## src/rtl/he_hssi_tc_mailbox_if.sv

```systemverilog
// Mailbox bus bundle: host-side CSR window plus the traffic controller req/ack port.
// The slave view belongs to the mailbox; the master view drives CSRs and plays the traffic controller.
interface he_hssi_tc_mailbox_if #(
   parameter int TC_ADDR_W = 16,
   parameter int DATA_W    = 32
);
   logic                 csr_wr;
   logic                 csr_rd;
   logic [3:0]           csr_addr;
   logic [DATA_W-1:0]    csr_wdata;
   logic [DATA_W-1:0]    csr_rdata;
   logic                 csr_rdata_vld;
   logic                 tc_wr;
   logic                 tc_rd;
   logic [TC_ADDR_W-1:0] tc_addr;
   logic [DATA_W-1:0]    tc_wdata;
   logic                 tc_ack;
   logic [DATA_W-1:0]    tc_rdata;

   modport slave (
      input  csr_wr, csr_rd, csr_addr, csr_wdata, tc_ack, tc_rdata,
      output csr_rdata, csr_rdata_vld, tc_wr, tc_rd, tc_addr, tc_wdata
   );

   modport master (
      output csr_wr, csr_rd, csr_addr, csr_wdata, tc_ack, tc_rdata,
      input  csr_rdata, csr_rdata_vld, tc_wr, tc_rd, tc_addr, tc_wdata
   );
endinterface

```

## src/rtl/he_hssi_tc_mailbox.sv

```systemverilog
// Indirect register access bridge: one host-posted read/write at a time is issued to the
// traffic controller, with read data capture and an ack timeout.
module he_hssi_tc_mailbox #(
   parameter int TC_ADDR_W   = 16,
   parameter int DATA_W      = 32,
   parameter int TIMEOUT_CYC = 1024
) (
   input  logic                clk,
   input  logic                rst_n,
   he_hssi_tc_mailbox_if.slave mb
);
   localparam int CNT_W = $clog2(TIMEOUT_CYC);
   localparam logic [CNT_W-1:0] CNT_LAST = CNT_W'(TIMEOUT_CYC - 1);

   localparam logic [3:0] OFS_CMD    = 4'h0;
   localparam logic [3:0] OFS_ADDR   = 4'h4;
   localparam logic [3:0] OFS_RDDATA = 4'h8;
   localparam logic [3:0] OFS_WRDATA = 4'hC;

   typedef enum logic [1:0] {ST_IDLE, ST_ISSUE, ST_WAIT} state_e;

   state_e               state_q, state_d;
   logic [CNT_W-1:0]     cnt_q, cnt_d;
   logic                 rd_q, rd_d, wr_q, wr_d, ack_q, ack_d, busy_q, busy_d, err_q, err_d;
   logic [TC_ADDR_W-1:0] addr_q, addr_d;
   logic [DATA_W-1:0]    wrdata_q, wrdata_d;
   logic [DATA_W-1:0]    rddata_q, rddata_d;
   logic [DATA_W-1:0]    csr_rdata_q, csr_rdata_d;
   logic                 csr_rdata_vld_q, csr_rdata_vld_d;
   logic                 tc_rd_q, tc_rd_d, tc_wr_q, tc_wr_d;
   logic [DATA_W-1:0]    cmd_val;

   assign cmd_val = {{(DATA_W-5){1'b0}}, err_q, busy_q, ack_q, wr_q, rd_q};

   always_comb begin
      state_d         = state_q;
      cnt_d           = cnt_q;
      rd_d            = rd_q;
      wr_d            = wr_q;
      ack_d           = ack_q;
      busy_d          = busy_q;
      err_d           = err_q;
      addr_d          = addr_q;
      wrdata_d        = wrdata_q;
      rddata_d        = rddata_q;
      tc_rd_d         = 1'b0;
      tc_wr_d         = 1'b0;
      csr_rdata_vld_d = mb.csr_rd;
      csr_rdata_d     = '0;

      // Reads see only registered state, so a same-cycle completion is not visible yet.
      if (mb.csr_rd) begin
         case (mb.csr_addr)
            OFS_CMD:    csr_rdata_d = cmd_val;
            OFS_ADDR:   csr_rdata_d = DATA_W'(addr_q);
            OFS_RDDATA: csr_rdata_d = rddata_q;
            OFS_WRDATA: csr_rdata_d = wrdata_q;
            default:    csr_rdata_d = '0;
         endcase
      end

      if (mb.csr_wr && !busy_q) begin
         case (mb.csr_addr)
            OFS_ADDR:   addr_d   = mb.csr_wdata[TC_ADDR_W-1:0];
            OFS_WRDATA: wrdata_d = mb.csr_wdata;
            OFS_CMD: begin
               rd_d = mb.csr_wdata[0];
               wr_d = mb.csr_wdata[1];
               case (mb.csr_wdata[1:0])
                  2'b00: begin
                     ack_d = 1'b0;
                     err_d = 1'b0;
                  end
                  2'b11: begin
                     ack_d = 1'b1;
                     err_d = 1'b1;
                  end
                  default: begin
                     ack_d   = 1'b0;
                     err_d   = 1'b0;
                     busy_d  = 1'b1;
                     tc_rd_d = mb.csr_wdata[0];
                     tc_wr_d = mb.csr_wdata[1];
                     state_d = ST_ISSUE;
                  end
               endcase
            end
            default: ;
         endcase
      end

      case (state_q)
         ST_ISSUE: begin
            cnt_d   = '0;
            state_d = ST_WAIT;
         end
         ST_WAIT: begin
            if (mb.tc_ack) begin
               if (rd_q) rddata_d = mb.tc_rdata;
               ack_d   = 1'b1;
               busy_d  = 1'b0;
               state_d = ST_IDLE;
            end else if (cnt_q == CNT_LAST) begin
               if (rd_q) rddata_d = '1;
               ack_d   = 1'b1;
               err_d   = 1'b1;
               busy_d  = 1'b0;
               state_d = ST_IDLE;
            end else begin
               cnt_d = cnt_q + CNT_W'(1);
            end
         end
         default: ;
      endcase
   end

   always_ff @(posedge clk or negedge rst_n) begin
      if (!rst_n) begin
         state_q         <= ST_IDLE;
         cnt_q           <= '0;
         rd_q            <= 1'b0;
         wr_q            <= 1'b0;
         ack_q           <= 1'b0;
         busy_q          <= 1'b0;
         err_q           <= 1'b0;
         addr_q          <= '0;
         wrdata_q        <= '0;
         rddata_q        <= '0;
         csr_rdata_q     <= '0;
         csr_rdata_vld_q <= 1'b0;
         tc_rd_q         <= 1'b0;
         tc_wr_q         <= 1'b0;
      end else begin
         state_q         <= state_d;
         cnt_q           <= cnt_d;
         rd_q            <= rd_d;
         wr_q            <= wr_d;
         ack_q           <= ack_d;
         busy_q          <= busy_d;
         err_q           <= err_d;
         addr_q          <= addr_d;
         wrdata_q        <= wrdata_d;
         rddata_q        <= rddata_d;
         csr_rdata_q     <= csr_rdata_d;
         csr_rdata_vld_q <= csr_rdata_vld_d;
         tc_rd_q         <= tc_rd_d;
         tc_wr_q         <= tc_wr_d;
      end
   end

   assign mb.csr_rdata     = csr_rdata_q;
   assign mb.csr_rdata_vld = csr_rdata_vld_q;
   assign mb.tc_rd         = tc_rd_q;
   assign mb.tc_wr         = tc_wr_q;
   assign mb.tc_addr       = addr_q;
   assign mb.tc_wdata      = wrdata_q;
endmodule
```

## src/flat_wrapper.sv

```systemverilog
// flat-port wrapper written by rule: the top's interface ports become plain ports
module he_hssi_tc_mailbox_flat 
#(
   parameter int TC_ADDR_W   = 16,
   parameter int DATA_W      = 32,
   parameter int TIMEOUT_CYC = 1024
)
  (clk, rst_n, mb_csr_wr, mb_csr_rd, mb_csr_addr, mb_csr_wdata, mb_tc_ack, mb_tc_rdata, mb_csr_rdata, mb_csr_rdata_vld, mb_tc_wr, mb_tc_rd, mb_tc_addr, mb_tc_wdata);
  he_hssi_tc_mailbox_if #(.TC_ADDR_W(TC_ADDR_W), .DATA_W(DATA_W)) mb_i ();
  input  logic clk;
  input  logic rst_n;
  input wire logic [$bits(mb_i.csr_wr)-1:0] mb_csr_wr;
  input wire logic [$bits(mb_i.csr_rd)-1:0] mb_csr_rd;
  input wire logic [$bits(mb_i.csr_addr)-1:0] mb_csr_addr;
  input wire logic [$bits(mb_i.csr_wdata)-1:0] mb_csr_wdata;
  input wire logic [$bits(mb_i.tc_ack)-1:0] mb_tc_ack;
  input wire logic [$bits(mb_i.tc_rdata)-1:0] mb_tc_rdata;
  output wire logic [$bits(mb_i.csr_rdata)-1:0] mb_csr_rdata;
  output wire logic [$bits(mb_i.csr_rdata_vld)-1:0] mb_csr_rdata_vld;
  output wire logic [$bits(mb_i.tc_wr)-1:0] mb_tc_wr;
  output wire logic [$bits(mb_i.tc_rd)-1:0] mb_tc_rd;
  output wire logic [$bits(mb_i.tc_addr)-1:0] mb_tc_addr;
  output wire logic [$bits(mb_i.tc_wdata)-1:0] mb_tc_wdata;
  assign mb_i.csr_wr = mb_csr_wr;
  assign mb_i.csr_rd = mb_csr_rd;
  assign mb_i.csr_addr = mb_csr_addr;
  assign mb_i.csr_wdata = mb_csr_wdata;
  assign mb_i.tc_ack = mb_tc_ack;
  assign mb_i.tc_rdata = mb_tc_rdata;
  assign mb_csr_rdata = mb_i.csr_rdata;
  assign mb_csr_rdata_vld = mb_i.csr_rdata_vld;
  assign mb_tc_wr = mb_i.tc_wr;
  assign mb_tc_rd = mb_i.tc_rd;
  assign mb_tc_addr = mb_i.tc_addr;
  assign mb_tc_wdata = mb_i.tc_wdata;
  he_hssi_tc_mailbox #(.TC_ADDR_W(TC_ADDR_W), .DATA_W(DATA_W), .TIMEOUT_CYC(TIMEOUT_CYC)) u_core (.clk(clk), .rst_n(rst_n), .mb(mb_i));
endmodule
```

## config.mk

```make
export PLATFORM = sky130hd
export DESIGN_NAME = he_hssi_tc_mailbox_flat
export DESIGN_NICKNAME = d
export VERILOG_FILES = /design/src/rtl/he_hssi_tc_mailbox_if.sv /design/src/rtl/he_hssi_tc_mailbox.sv /design/src/flat_wrapper.sv
export SDC_FILE = /design/constraint.sdc
export NUM_CORES = 1
export LEC_CHECK = 0
export BUFFER_PORTS_ARGS = -buffer_cell sky130_fd_sc_hd__buf_4
export CAP_MARGIN = 20
export CORE_MARGIN = 2
export CORE_UTILIZATION = 51
export CTS_CLUSTER_SIZE = 40
export DETAILED_ROUTE_END_ITERATION = 10
export GPL_ROUTABILITY_DRIVEN = 0
export PLACE_DENSITY = 0.79
export SYNTH_ARGS = -nofsm -noshare
export SYNTH_HDL_FRONTEND = slang
export SYNTH_SLANG_ARGS = --single-unit
export TNS_END_PERCENT = 30
```

## constraint.sdc

```tcl
create_clock -name clk -period 2.1 [get_ports clk]
set_clock_uncertainty 0.15 [all_clocks]
set_input_delay 0.42 -clock clk [delete_from_list [all_inputs] [get_ports clk]]
set_output_delay 0.42 -clock clk [all_outputs]
set_load 0.01 [all_outputs]
```

# ---- Word level (Yosys, flattened, before mapping)
# Cells that the tools add are included.
dict set report word_totals {
  latch_bits 0
  word_cells 74
  output_inout_bits 83
  regBits 132
  in_bits 73
  mem_bits_ro 0
  mem_bits_rw 0
  memories 0
}
dict set report op_classes {
  order_cmp 0
  shifts 0
  mul 0
  reduce_logical 12
  bitwise 0
  n_mux 38
  n_div 0
  n_eq_ne 9
  addsub 1
}
# operator n
set op_table {}
lappend op_table {{$mux 32} 5}
lappend op_table {{$pmux 32 s4} 1}
lappend op_table {{$mux 1} 23}
lappend op_table {{$mux 10} 2}
lappend op_table {{$pmux 10 s2} 1}
lappend op_table {{$add 10x1->10 const B} 1}
lappend op_table {{$eq 10x10->1 const B} 1}
lappend op_table {{$mux 2} 5}
lappend op_table {{$eq 4x4->1 const B} 2}
lappend op_table {{$reduce_and 2->1} 3}
lappend op_table {{$reduce_and 3->1} 2}
lappend op_table {{$eq 2x2->1 const B} 2}
lappend op_table {{$eq 4x3->1 const B} 1}
lappend op_table {{$logic_not 4->1} 1}
lappend op_table {{$ne 2x2->1 const B} 2}
lappend op_table {{$pmux 2 s2} 1}
lappend op_table {{$reduce_bool 2->1} 2}
lappend op_table {{$eq 2x1->1 const B} 1}
lappend op_table {{$logic_not 2->1} 1}
lappend op_table {{$reduce_or 2->1} 1}
lappend op_table {{$logic_and 1x1->1} 1}
lappend op_table {{$logic_not 1->1} 1}

# ---- Depth between registers and ports, before layout
dict set report depth {
  word_depth 8
  mapped_depth 6
  mapped_depth_nobuf 6
}

# ---- Least setup slack after synthesis
# OpenSTA, ideal clock, no wires.
dict set report synth_timing {
  kind {input -> register}
  start {input port mb_csr_addr[3]}
  end {register u_core.addr_q[10] (netlist: u_core.mb.tc_addr[10])}
  setup_slack_ns 0.243
  path_stages 5
  arrival_time_ns 1.582
  n_path_buf 2
  required_time_ns 1.825
  path_cell_list {buf_2 > nor4b_4 > nand2_4 > buf_6 > mux2_4}
}
dict set report synth_via {
  elab_chain_cells 2
}
# element line_no
set synth_rtl {}
lappend synth_rtl {{start: declaration} flat_wrapper.sv:14} ;# input wire logic [$bits(mb_i.csr_addr)-1:0] mb_csr_addr;
lappend synth_rtl {{$eq 4x3->1} he_hssi_tc_mailbox.sv:63} ;# case (mb.csr_addr)
lappend synth_rtl {{$reduce_and 2->1 (no source line)} --}
lappend synth_rtl {{end signal: assignment} he_hssi_tc_mailbox.sv:141} ;# addr_q <= addr_d;
lappend synth_rtl {{end: declaration} he_hssi_tc_mailbox.sv:25} ;# logic [TC_ADDR_W-1:0] addr_q, addr_d;
# Every way passes these cells.
# A chain may end at the register's enable or synchronous reset.

# ---- Worst setup path in the final report
dict set report layout_timing {
  start {register u_core.cnt_q[0]}
  end {register u_core.rddata_q[0]}
}
dict set report layout_via {
  elab_chain_cells 3
}
# element line_no
set layout_rtl {}
lappend layout_rtl {{start: declaration} he_hssi_tc_mailbox.sv:23} ;# logic [CNT_W-1:0] cnt_q, cnt_d;
lappend layout_rtl {{start signal: assignment} he_hssi_tc_mailbox.sv:135} ;# cnt_q <= cnt_d;
lappend layout_rtl {{$eq 10x10->1} he_hssi_tc_mailbox.sv:103} ;# end else if (cnt_q == CNT_LAST) begin
lappend layout_rtl {{$reduce_bool 2->1 (no source line)} --}
lappend layout_rtl {{$reduce_and 3->1 (no source line)} --}
lappend layout_rtl {{end signal: assignment} he_hssi_tc_mailbox.sv:143} ;# rddata_q <= rddata_d;
lappend layout_rtl {{end: declaration} he_hssi_tc_mailbox.sv:27} ;# logic [DATA_W-1:0] rddata_q, rddata_d;
# Every way passes these cells.

==> results.cfg <==
[run]
cap_violations = 0

[timing]
setup_violations = 0
finalHoldWorstSlack_ns = 0.0143
timing.slew.headroom_pct = 66.1
drv_slew = 0
finalHoldViolCount = 0
fmax_ghz = 0.505
fin_crit_sh_pct = 94.3
fin_crit_ns = 1.98
setup_tns_ns = 0
worstMarginPinSlew_ns = 0.509
rsz0062_at_grt = false

[cts]
cts_setup_buffers = 0
cts_made_buffers = 17
clockBufferDepth = 2
cts_sinks = 132
clk-insertion-delay-late_ns = 0.51
cts_tree = yes
htreeDepth = 4
clkTransAtPathRegs_ns = 0.06
root_buffer = clkbuf_8

[logic_synthesis]
synthCells = 402
ys_ff_latch = 132
synth_area_um2 = 5300
synth_warnings = 0
syn_avg_cell_area_um2 = 13.2
synth_fp_nets = 481
ys_seq_area_share_pct = 62.3
ys_types = 40

[layout]
final_cell_mix = buf_4 (166), dfrtp_1 (132), dlygate4sd3_1 (58)
mostFrequentLayoutCell = buf_4
finish.utilization_pct = 77.6
final_nets = 707
area_growth_pct = 49.7
drive_gt1_share_pct = 40.1
instances_no_fill = 777
antenna_cells = 0

[grt]
grt_pass1_vias = 4779
antenna_found_initial = 0
grt_first_pass_wirelength_um = 25200
grt-ovfl-total = 0
grt_usage_pct = 29.6
grt_max_degree = 39

[route]
wl_met1_um = 6080
drt-total-wl_um = 16100
dr_wl_met2_um = 8440
drtIter0Drc = 364
wl_met3_um = 898
ant_nets = 0
drc = 0
vias = 4478
highest_layer = met4
avgViaCountPerCell = 5.76
wl_per_cell_um = 20.7
drt_pass1_iterations = 6

[critical_path]
cp_slowest_cell = dfrtp_1
endpoint_kind = flop
r2r_cells = 6
cp-start-kind = flop
r2r_start = u_core.cnt_q[0]$_DFFE_PN0P_
crit_chain = ha_1, nand2_1, nor3_1, o211a_1, buf_12, o22a_1
crit_path_max_incr_delay_ns = 0.39
r2r_setup_slack_ns = 0.12
crit_type = flop to flop
crit_path_max_fanout = 27
required_ns = 2.39
worst_ep_arrival_time_ns = 2.28
rr_endpoint = u_core.rddata_q[0]$_DFFE_PN0P_

[power_and_ir_drop]
p_switching_uw = 2630
swShare_pct = 29.0
clock_power_share_pct = 34.8
leakage_uw = 0.00381
combPwrFrac_pct = 22.5
powerDensity_nw_per_um2 = 1140
ir_worst_vdd_v = 0.000654
seqPwrFrac_pct = 42.7
intPower_uw = 6450

[placed_design]
place_inst = 687
dp.final_hpwl_um = 9240
port_buffers = 155

[floorplan]
die_area_um2 = 11200
initial_core_util_pct = 51.8
die_h_um = 106
num_rows = 37
io_pins = 156
die_w_um = 106
core-area_um2 = 10200

[worst_hold_path]
hold_start = mb_tc_rdata[17]
hold_path_depth = 2
hold_path.class = primary input to flop
hold_end = u_core.rddata_q[17]$_DFFE_PN0P_

[status]
status = complete, no violations
## stage by stage
| step | total power, uW | area, um^2 | setup slack [ns] |
|---|---|---|---|
| after floorplan | 4680 | 5300 | 0.243 |
| after global placement | 5640 | 6730 | 0.277 |
| after detailed placement | 5760 | 6730 | 0.202 |
| after CTS | 9000 | 7940 | 0.175 |
| after global routing | 9430 | 7940 | 0.0392 |
| final | 9080 | 7940 | 0.119 |
## layout make-up
cell class / count / area, um^2
clock buffers: 19 / 432
clock inverters: 13 / 196
fillers: 581 / 2290
inverters: 7 / 26.3
multi-input cells: 240 / 1870
flip-flops and latches: 132 / 3300
well taps: 136 / 170
repair buffers: 230 / 1950
## repair_timing
| action | in CTS | in global routing |
|---|---|---|
| resized for setup | 0 | 0 |
| endpoints found under the setup margin | 0 | 0 |
| hold endpoints to repair | 99 | 0 |
| hold buffers | 58 | 0 |
## critical path, delay by kind of cell, from the launching register on
| family | cells | cell delay [ns] |
|---|---|---|
| AO/OA/AOI/OAI | 2 | 0.43 |
| AND/OR/NAND/NOR | 2 | 0.41 |
| adder cells (fa/ha/maj) | 1 | 0.32 |
| buffers and inverters | 1 | 0.19 |
| flip-flops | 1 | 0.39 |
## logic make-up (layout without fill, tap and decap cells)
kind of cell / count (synthesis) / count (layout) / synth area share [%]
buffers and inverters: 30 / 269 / 2.55
DFF: 132 / 132 / 62.3
AOI/OAI and AO/OA: 92 / 92 / 13.6
adders and majority gates: 6 / 6 / 1.42
muxes: 56 / 56 / 12.2
and+or+nand+nor: 86 / 86 / 7.97
## worst max-delay path by stage
| stage | startpoint | depth (start not counted) | slack [ns] | endpoint |
|---|---|---|---|---|
| 3_5_place_dp | u_core.state_q[0]$_DFF_PN0_ | 6 | 0.20 | u_core.cnt_q[5]$_DFFE_PN0P_ |
| 2_1_floorplan | mb_csr_addr[3] | 5 | 0.24 | u_core.mb.tc_addr[10]$_DFFE_PN0P_ |
| 3_3_place_gp | mb_tc_ack | 5 | 0.28 | u_core.cnt_q[5]$_DFFE_PN0P_ |
| 6_report | u_core.cnt_q[0]$_DFFE_PN0P_ | 6 | 0.12 | u_core.rddata_q[0]$_DFFE_PN0P_ |
| 4_1_cts | u_core.cnt_q[0]$_DFFE_PN0P_ | 6 | 0.18 | u_core.rddata_q[25]$_DFFE_PN0P_ |
| 5_1_grt | u_core.cnt_q[0]$_DFFE_PN0P_ | 5 | 0.04 | u_core.state_q[1]$_DFF_PN0_ |
## cells in the mapped netlist
master / instances / share of area [%]
dfrtp_1: 132 / 62
a222oi_1: 11 / 2.1
or2_1: 1 / 0.12
buf_2: 12 / 1.1
mux2i_1: 5 / 0.94
buf_6: 1 / 0.21
nor3_1: 5 / 0.47
nand2b_1: 2 / 0.24
and3_1: 2 / 0.24
nor4_1: 1 / 0.12
and4_1: 2 / 0.33
o22a_1: 33 / 5.4
o221ai_1: 1 / 0.17
nand2_4: 1 / 0.21
o21a_1: 1 / 0.14
a211oi_1: 1 / 0.14
a311oi_1: 1 / 0.17
nor4b_4: 1 / 0.45
nand4_1: 1 / 0.12
inv_1: 7 / 0.50
or4_1: 1 / 0.14
ha_1: 6 / 1.4
nand4b_1: 2 / 0.33
a41oi_1: 2 / 0.33
mux2_4: 6 / 1.7
nand2_1: 21 / 1.5
and2_1: 1 / 0.12
clkbuf_1: 10 / 0.71
nor3_2: 1 / 0.19
nand3_1: 4 / 0.38
o31ai_1: 1 / 0.14
o21ai_0: 8 / 0.75
nor2_1: 36 / 2.5
nor2b_1: 3 / 0.35
a21oi_1: 10 / 0.94
a22oi_1: 21 / 3.0
a31oi_1: 1 / 0.12
o211a_1: 1 / 0.19
mux2_2: 45 / 9.6
nand3b_1: 1 / 0.14
## power by group through the flow
| stage | sequential [uW] | combinational [uW] | clock [uW] |
|---|---|---|---|
| 2_1_floorplan | 3870 | 803 | 0 |
| 3_3_place_gp | 3800 | 1840 | 0 |
| 3_5_place_dp | 3850 | 1900 | 0 |
| 4_1_cts | 3830 | 2010 | 3160 |
| 5_1_grt | 3950 | 2190 | 3290 |
| 6_report | 3880 | 2040 | 3160 |
## layer usage
layer / global-route usage, % / vias to the layer above
met3: 6.44 / 51
met5: 0 / -
met2: 49.6 / 239
li1: - / 1943
met4: 15.4 / 0
met1: 36.2 / 2245
## sequential cells by signal, summed over array words and instances, names as in the netlist
register                 count
u_core.mb.tc_wdata          32
u_core.busy_q                1
u_core.cnt_q                10
u_core.ack_q                 1
u_core.mb.tc_wr              1
u_core.mb.tc_rd              1
u_core.wr_q                  1
u_core.rddata_q             32
u_core.mb.csr_rdata         32
u_core.state_q               2
u_core.mb.tc_addr           16
u_core.err_q                 1
u_core.rd_q                  1
u_core.mb.csr_rdata_vld      1
(Power assumes the default switching activity.)
